`src/rtl/ramb4_s4_arbiter.sv`:
```
// Two-requester round-robin arbiter in front of a 1024x4 single-port block RAM.
// After reset (optionally) and on a CLR_START pulse it sweeps the whole array
// with CLEAR_VALUE; otherwise it grants at most one access per cycle and
// returns read data one cycle after the grant.
module ramb4_s4_arbiter #(
    parameter int                    ADDR_WIDTH     = 10,
    parameter int                    DATA_WIDTH     = 4,
    parameter bit                    CLEAR_ON_RESET = 1'b1,
    parameter logic [DATA_WIDTH-1:0] CLEAR_VALUE    = '0
) (
    input  logic                  CLK,
    input  logic                  RST,
    input  logic                  CLR_START,
    output logic                  BUSY,

    input  logic                  A_REQ,
    input  logic                  A_WE,
    input  logic [ADDR_WIDTH-1:0] A_ADDR,
    input  logic [DATA_WIDTH-1:0] A_DI,
    output logic                  A_GNT,
    output logic                  A_VALID,
    output logic [DATA_WIDTH-1:0] A_DO,

    input  logic                  B_REQ,
    input  logic                  B_WE,
    input  logic [ADDR_WIDTH-1:0] B_ADDR,
    input  logic [DATA_WIDTH-1:0] B_DI,
    output logic                  B_GNT,
    output logic                  B_VALID,
    output logic [DATA_WIDTH-1:0] B_DO,

    output logic                  RAM_EN,
    output logic                  RAM_WE,
    output logic [ADDR_WIDTH-1:0] RAM_ADDR,
    output logic [DATA_WIDTH-1:0] RAM_DI,
    input  logic [DATA_WIDTH-1:0] RAM_DO
);

    typedef enum logic [1:0] {
        ST_RESET = 2'd0,
        ST_CLEAR = 2'd1,
        ST_SERVE = 2'd2
    } state_t;

    state_t                  state_q, state_d;
    state_t                  cur_st;
    logic [ADDR_WIDTH-1:0]   cnt_q, cnt_d;
    logic                    rr_q, rr_d;      // 0: A wins a tie, 1: B wins a tie
    logic                    a_vld_q, a_vld_d;
    logic                    b_vld_q, b_vld_d;
    logic                    win_a, win_b;

    // Next-state, grant and RAM-drive decode; everything is idle while RST is high.
    always_comb begin
        state_d  = state_q;
        cnt_d    = cnt_q;
        rr_d     = rr_q;
        a_vld_d  = 1'b0;
        b_vld_d  = 1'b0;
        win_a    = 1'b0;
        win_b    = 1'b0;
        BUSY     = 1'b0;
        A_GNT    = 1'b0;
        B_GNT    = 1'b0;
        RAM_EN   = 1'b0;
        RAM_WE   = 1'b0;
        RAM_ADDR = cnt_q;
        RAM_DI   = CLEAR_VALUE;

        // The RESET encoding only lives in the register; the first cycle after
        // release already behaves as the post-reset state so no cycle is lost.
        cur_st = state_q;
        if (state_q == ST_RESET) begin
            if (CLEAR_ON_RESET) cur_st = ST_CLEAR;
            else                cur_st = ST_SERVE;
        end

        if (!RST) begin
            case (cur_st)
                ST_CLEAR: begin
                    BUSY     = 1'b1;
                    RAM_EN   = 1'b1;
                    RAM_WE   = 1'b1;
                    RAM_ADDR = cnt_q;
                    RAM_DI   = CLEAR_VALUE;
                    // Counter wraps to 0 naturally after the last address.
                    cnt_d    = cnt_q + ADDR_WIDTH'(1);
                    if (cnt_q == {ADDR_WIDTH{1'b1}}) state_d = ST_SERVE;
                    else                             state_d = ST_CLEAR;
                end
                ST_SERVE: begin
                    win_b = B_REQ & (~A_REQ | rr_q);
                    win_a = A_REQ & ~win_b;
                    A_GNT = win_a;
                    B_GNT = win_b;
                    if (win_a || win_b) begin
                        RAM_EN   = 1'b1;
                        RAM_WE   = win_b ? B_WE   : A_WE;
                        RAM_ADDR = win_b ? B_ADDR : A_ADDR;
                        RAM_DI   = win_b ? B_DI   : A_DI;
                        // Pointer moves to whoever lost (or did not ask).
                        rr_d     = win_a;
                    end
                    a_vld_d = win_a & ~A_WE;
                    b_vld_d = win_b & ~B_WE;
                    // A grant in this cycle still completes before the sweep.
                    if (CLR_START) state_d = ST_CLEAR;
                    else           state_d = ST_SERVE;
                end
                default: ;
            endcase
        end
    end

    // State, sweep counter, round-robin pointer and read-valid registers.
    always_ff @(posedge CLK) begin
        if (RST) begin
            state_q <= ST_RESET;
            cnt_q   <= '0;
            rr_q    <= 1'b0;
            a_vld_q <= 1'b0;
            b_vld_q <= 1'b0;
        end else begin
            state_q <= state_d;
            cnt_q   <= cnt_d;
            rr_q    <= rr_d;
            a_vld_q <= a_vld_d;
            b_vld_q <= b_vld_d;
        end
    end

    // Read data comes straight from the RAM; a reset cycle masks a pending valid.
    assign A_VALID = a_vld_q & ~RST;
    assign B_VALID = b_vld_q & ~RST;
    assign A_DO    = RAM_DO;
    assign B_DO    = RAM_DO;

endmodule

```
`config.mk`:
```
export PLATFORM = sky130hd
export DESIGN_NAME = ramb4_s4_arbiter
export DESIGN_NICKNAME = d
export VERILOG_FILES = /design/src/rtl/ramb4_s4_arbiter.sv
export SDC_FILE = /design/constraint.sdc
export NUM_CORES = 1
export LEC_CHECK = 0
export CORE_UTILIZATION = 36
export DETAILED_ROUTE_END_ITERATION = 6
export PLACE_DENSITY = 0.87
export SYNTH_ARGS = -nofsm -noshare
export SYNTH_HDL_FRONTEND = slang
export SYNTH_SLANG_ARGS = --single-unit
export TNS_END_PERCENT = 10
```
`constraint.sdc`:
```
create_clock -name CLK -period 2.23 [get_ports CLK]
set_input_delay 0.669 -clock CLK [delete_from_list [all_inputs] [get_ports CLK]]
set_output_delay 0.669 -clock CLK [all_outputs]
set_load 0.02 [all_outputs]
```
== Word level (Yosys, flattened, before mapping) ==
Cells that the tools add are included.

* Flip-flop bits (word level): 15
* Latch bits: 0
* Memory bits (writable): 0
* ROM bits: 0
* Output and inout port bits: 29
* Word-level logic and storage cells: 52
* Memories kept: 0

* Add/sub/neg operators: 1
* $mul: 0
* Divide/modulo/power cells: 0
* Order comparisons: 0
* Equal/unequal tests: 3
* Shift-type cells: 0
* Multiplexer cells: 25
* Bitwise operators: 13
* Reduce and logical (&&, ||, !) cells: 5

{| class="wikitable"
|+ Operator list
! cell !! count
|-
| 10-bit two-way mux || 4
|-
| 4-bit two-way mux || 4
|-
| 1-bit two-way mux || 11
|-
| 10-bit by 1-bit adder with 10-bit output (second input constant) || 1
|-
| 10-bit equality test (second input constant) || 1
|-
| 1-bit AND || 6
|-
| 2-bit two-way mux || 3
|-
| 1-bit NOT || 6
|-
| 1-bit one-hot mux with 2 select lines || 2
|-
| 2-bit one-hot mux with 2 select lines || 1
|-
| 2-bit by 1-bit equality test with 1-bit output (second input constant) || 1
|-
| 2-bit equality test (second input constant) || 1
|-
| 2-bit logical NOT || 1
|-
| 2-bit AND reduction || 1
|-
| 2-bit nonzero test || 1
|-
| 2-bit OR reduction || 1
|-
| 1-bit logical OR || 1
|-
| 1-bit OR || 1
|}

== Longest topological paths before layout ==
* Word-level depth: 9
* Mapped depth: 6
* Mapped depth without buffers: 5

== Least setup slack after synthesis ==
No wires, ideal clock.

* Path type: input-to-output
* Start point: input A_REQ
* End point: output RAM_ADDR[6]
* Arrival time: 1557 ps
* Data required time: 1561 ps
* Path slack: 4 ps
* Cell stages on the path: 6
* Buffers on the path: 2
* Path through: inv_1 -> o21ai_2 -> buf_6 -> buf_8 -> mux2i_1 -> a21oi_1

* Word-level cells in the longest chain between the ends: 9

{| class="wikitable"
|+ RTL lines
! item !! RTL line !! text
|-
| start, declared || 16 || <nowiki>input logic A_REQ,</nowiki>
|-
| 1-bit NOT || 92 || <nowiki>win_b = B_REQ & (~A_REQ | rr_q);</nowiki>
|-
| 1-bit OR || 92 ||
|-
| 1-bit AND || 92 ||
|-
| 1-bit NOT || 93 || <nowiki>win_a = A_REQ & ~win_b;</nowiki>
|-
| 1-bit AND || 93 ||
|-
| 1-bit logical OR || 96 || <nowiki>if (win_a || win_b) begin</nowiki>
|-
| 10-bit two-way mux (*) || 96 ||
|-
| 10-bit two-way mux (*) || 79 || <nowiki>case (cur_st)</nowiki>
|-
| 10-bit two-way mux (*) || 78 || <nowiki>if (!RST) begin</nowiki>
|-
| end, declared || 34 || <nowiki>output logic [ADDR_WIDTH-1:0] RAM_ADDR,</nowiki>
|}

Every way passes the cells marked *; elsewhere a longest branch is shown, timed or not.

== Worst setup path after layout ==
* Start point: input A_REQ
* End point: output RAM_ADDR[9]

Same word-level chain as after synthesis.

==> qor.tcl <==
set qor(result_of_the_run) {finished, violations left}
set qor(violations) {setup timing}
set qor(synthSimpleGateAreaFrac_pct) 26.3
set qor(ys.warnings.count) 0
set qor(yosys.area.top_type_share_pct) 28.0
set qor(cts_root_buf) {sky130_fd_sc_hd__clkbuf_4}
set qor(grt_first_pass_wirelength_um) 4910
set qor(cp.required_ps) 1560
set qor(critical_path_depth) 7
set qor(synth_xor_area_share_pct) 6.54
set qor(drt_iter0_drc) 23
set qor(number_of_buffers_created_by_cts) 3
set qor(path_delay_family) {buffers and inverters}
set qor(cts_tree) {yes}
set qor(worst_slew_margin_rel_pct) 84.0
set qor(post-route-period-util_pct) 102
set qor(area_of_the_mapped_netlist_mm2) 0.00107
set qor(fill_cells) 221
set qor(synth_area_leaders) {sky130_fd_sc_hd__dfxtp_1, sky130_fd_sc_hd__mux2i_1, sky130_fd_sc_hd__nor2_1}
set qor(mostFrequentLayoutCells) {sky130_fd_sc_hd__clkdlybuf4s50_1, sky130_fd_sc_hd__buf_4, sky130_fd_sc_hd__nor2_1, sky130_fd_sc_hd__dfxtp_1, sky130_fd_sc_hd__mux2i_1}
set qor(total_leakage_power_nw) 0.836
set qor(hold_viol) 0
set qor(report.final.setup_viol) 10
set qor(crit_path_top_delay_cell) {sky130_fd_sc_hd__mux2i_2}
set qor(largest_stage_delay_on_the_critical_path_ps) 230
set qor(hold_path.startpoint) {cnt_q[9]}
set qor(io-pin-count) 68
set qor(fp-row-count) 19
set qor(final_common_cell) {sky130_fd_sc_hd__clkdlybuf4s50_1}
set qor(finalWeightedCongestion) 0.791
set qor(timing_worst_setup_path_type) {input port to primary output}
set qor(maxClockFrequency_mhz) 438
set qor(post_cts_hold_fix_bufs) 0
set qor(route.antenna.remaining_nets) 0
set qor(synth_area_per_cell_um2) 8.24
set qor(synth_adder_area_share_pct) 1.17
set qor(grt_pass1_vias) 1144
set qor(cts_clock_pin_slew_for_the_worst_setup_and_hold_paths_ps) 90
set qor(fin_hold_ws_ps) 552
set qor(die-width_um) 56.5
set qor(cap_viol_max_count) 0
set qor(timing.critical_path.buf_inv) 4
set qor(crit_start) {A_REQ}
set qor(gr-usage-all-layers_pct) 19.1
set qor(synth_compound_area_share_pct) 10.6
set qor(buffer_ports.inserted) 55
set qor(synth_seq_area_share_pct) 28.0
set qor(timing.clock.skew_ps) 1.87
set qor(layout_setup_ws_ps) -55.6
set qor(timing.final.max_slew_violations) 0
set qor(grt_overflow_total) 0
set qor(design.die.area_mm2) 0.00320
set qor(min_path_cells) 2
set qor(synth.largest_area_cell) {sky130_fd_sc_hd__dfxtp_1}
set qor(maximum_number_of_pins_on_one_net_before_global_route_repair) 16
set qor(finalWorstPathRequiredPeriod_ps) 2290
set qor(finalNetCount) 234
set qor(max-vdd-ir-drop_uv) 296
set qor(firstDrtPassIters) 4
set qor(number_of_synthesized_register_bits) 15
set qor(setup_repair_after_global_routing_missed_its_margin) {true}
set qor(post-route-drc-count) 0
set qor(route.vias.total) 1127
set qor(antenna_found_initial) 0
set qor(setup-tns-final_ps) -363
set qor(core_box_area_mm2) 0.00278
set qor(cts_htree_levels) 1
set qor(clkLatencyLatePin_ps) 270
set qor(timing.critical_path.from_type) {input port}
set qor(power.density_cell_area_mw_per_mm2) 339
set qor(place_hpwl_um) 2210
set qor(crit_fanout) 6
set qor(area_growth_pct) 66.4
set qor(wire_per_inst_um) 13.3
set qor(main_combinational_cell_family_by_area_after_synthesis) {simple AND/OR/NAND/NOR gates}
set qor(timing_worst_slew_pin_value_ps) 239
set qor(muxShareOfSynthArea_pct) 15.0
set qor(cp.arrival_ps) 1620
set qor(netlist_instances) 130
set qor(netlist_cell_types) 36
set qor(clock-sinks) 15
set qor(cts_buffer_depth) 2
set qor(mappedNetlistNets) 170
set qor(final_layout_size_suffix_gt1_share_pct) 33.7
set qor(cp_cell_sequence) {buf_8, inv_6, o21ai_4, buf_6, mux2i_2, a21oi_1, buf_4}
set qor(post_drt_via_cell_ratio) 5.03
set qor(holdCritPathClass) {flop to flop}
set qor(r2r.worst_path.cells) 5
set qor(critical_path.reg2reg.startpoint) {cnt_q[0]}
set qor(antennaDiodeCount) 0
set qor(timing.critical_path.to_type) {primary output}
set qor(totalWireLength_um) 2980
set qor(chipHeight_um) 56.5
set qor(initial_utilization_pct) 38.5
==> worst register-to-register path, stage by stage (launching register included) <==
cell                      delay, ps
sky130_fd_sc_hd__dfxtp_1        440
sky130_fd_sc_hd__ha_1           200
sky130_fd_sc_hd__and4b_2        290
sky130_fd_sc_hd__nand3_1        120
sky130_fd_sc_hd__xor2_1         160
sky130_fd_sc_hd__nor2_1          50
==> layer usage <==
layer,track usage [%],wire [um],vias up,share of wire (%)
li1,-,-,564,-
met1,21.2,1150,510,39
met2,34.3,1530,49,51
met3,5.53,264,4,8.9
met4,6.62,34,0,1.1
met5,0,0,-,0
==> cell families after synthesis <==
group,Yosys count
and+or+nand+nor,52
AOI/OAI and AO/OA,19
buffers and inverters,19
muxes,16
DFF,15
xor gates and xnor gates,8
adders and majority gates,1
==> cell type report <==
class                   count  area (um2)  area share (%)
clock buffers               4        26.3            1.47
multi-input cells          96         709            39.8
repair buffers             75         691            38.8
flip-flops and latches     15         300            16.9
inverters                   3        16.3           0.913
well taps                  31        38.8            2.18
==> through the flow <==
stage	power [W]	setup WS, ps	instances	utilization, %	area [um2]
after detailed placement	0.000442	-934	215	59.8	1660
after global placement	0.000438	-934	215	59.8	1660
after CTS	0.000612	-119	225	64.0	1780
after floorplan	0.000369	3.89	130	-	1070
final	0.000604	-55.6	224	64.1	1780
after global routing	0.000639	-109	224	64.1	1780
==> cell usage after synthesis, drive strengths merged <==
library cell,count
nor2,27
mux2i,16
dfxtp,15
buf,14
a21oi,12
nand2,4
nor3,4
xnor2,4
xor2,4
inv,3
nor2b,3
o21ai,3
clkbuf,2
nand3,2
nand4b,2
or3,2
and2b,1
and3,1
and4,1
and4b,1
ha,1
nand2b,1
nand4,1
nor3b,1
nor4,1
o211a,1
o21a,1
o221a,1
o22ai,1
==> sequential cells by signal, summed over array words and instances, names as in the netlist <==
name	cells
rr_q	1
a_vld_q	1
state_q	2
cnt_q	10
b_vld_q	1
==> timing repair <==
action                     CTS  global route
cloned                       2             0
gates resized for setup    122            16
buffers inserted             4             1
setup endpoints to repair   21            18
pin swaps                    6             6
==> path summary, 6_finish.rpt <==
kind                 end  slack, ps
min             cnt_q[9]        550
min reg2reg     cnt_q[9]        550
max          RAM_ADDR[9]        -60
max reg2reg     cnt_q[6]        870
==> power breakdown <==
| part | switching [W] | internal, W |
|---|---|---|
| Combinational | 0.0000658 | 0.000107 |
| Clock | 0.0000813 | 0.0000692 |
| Sequential | 0.00000789 | 0.000273 |
No activity file was read; power rests on OpenSTA's default activity.
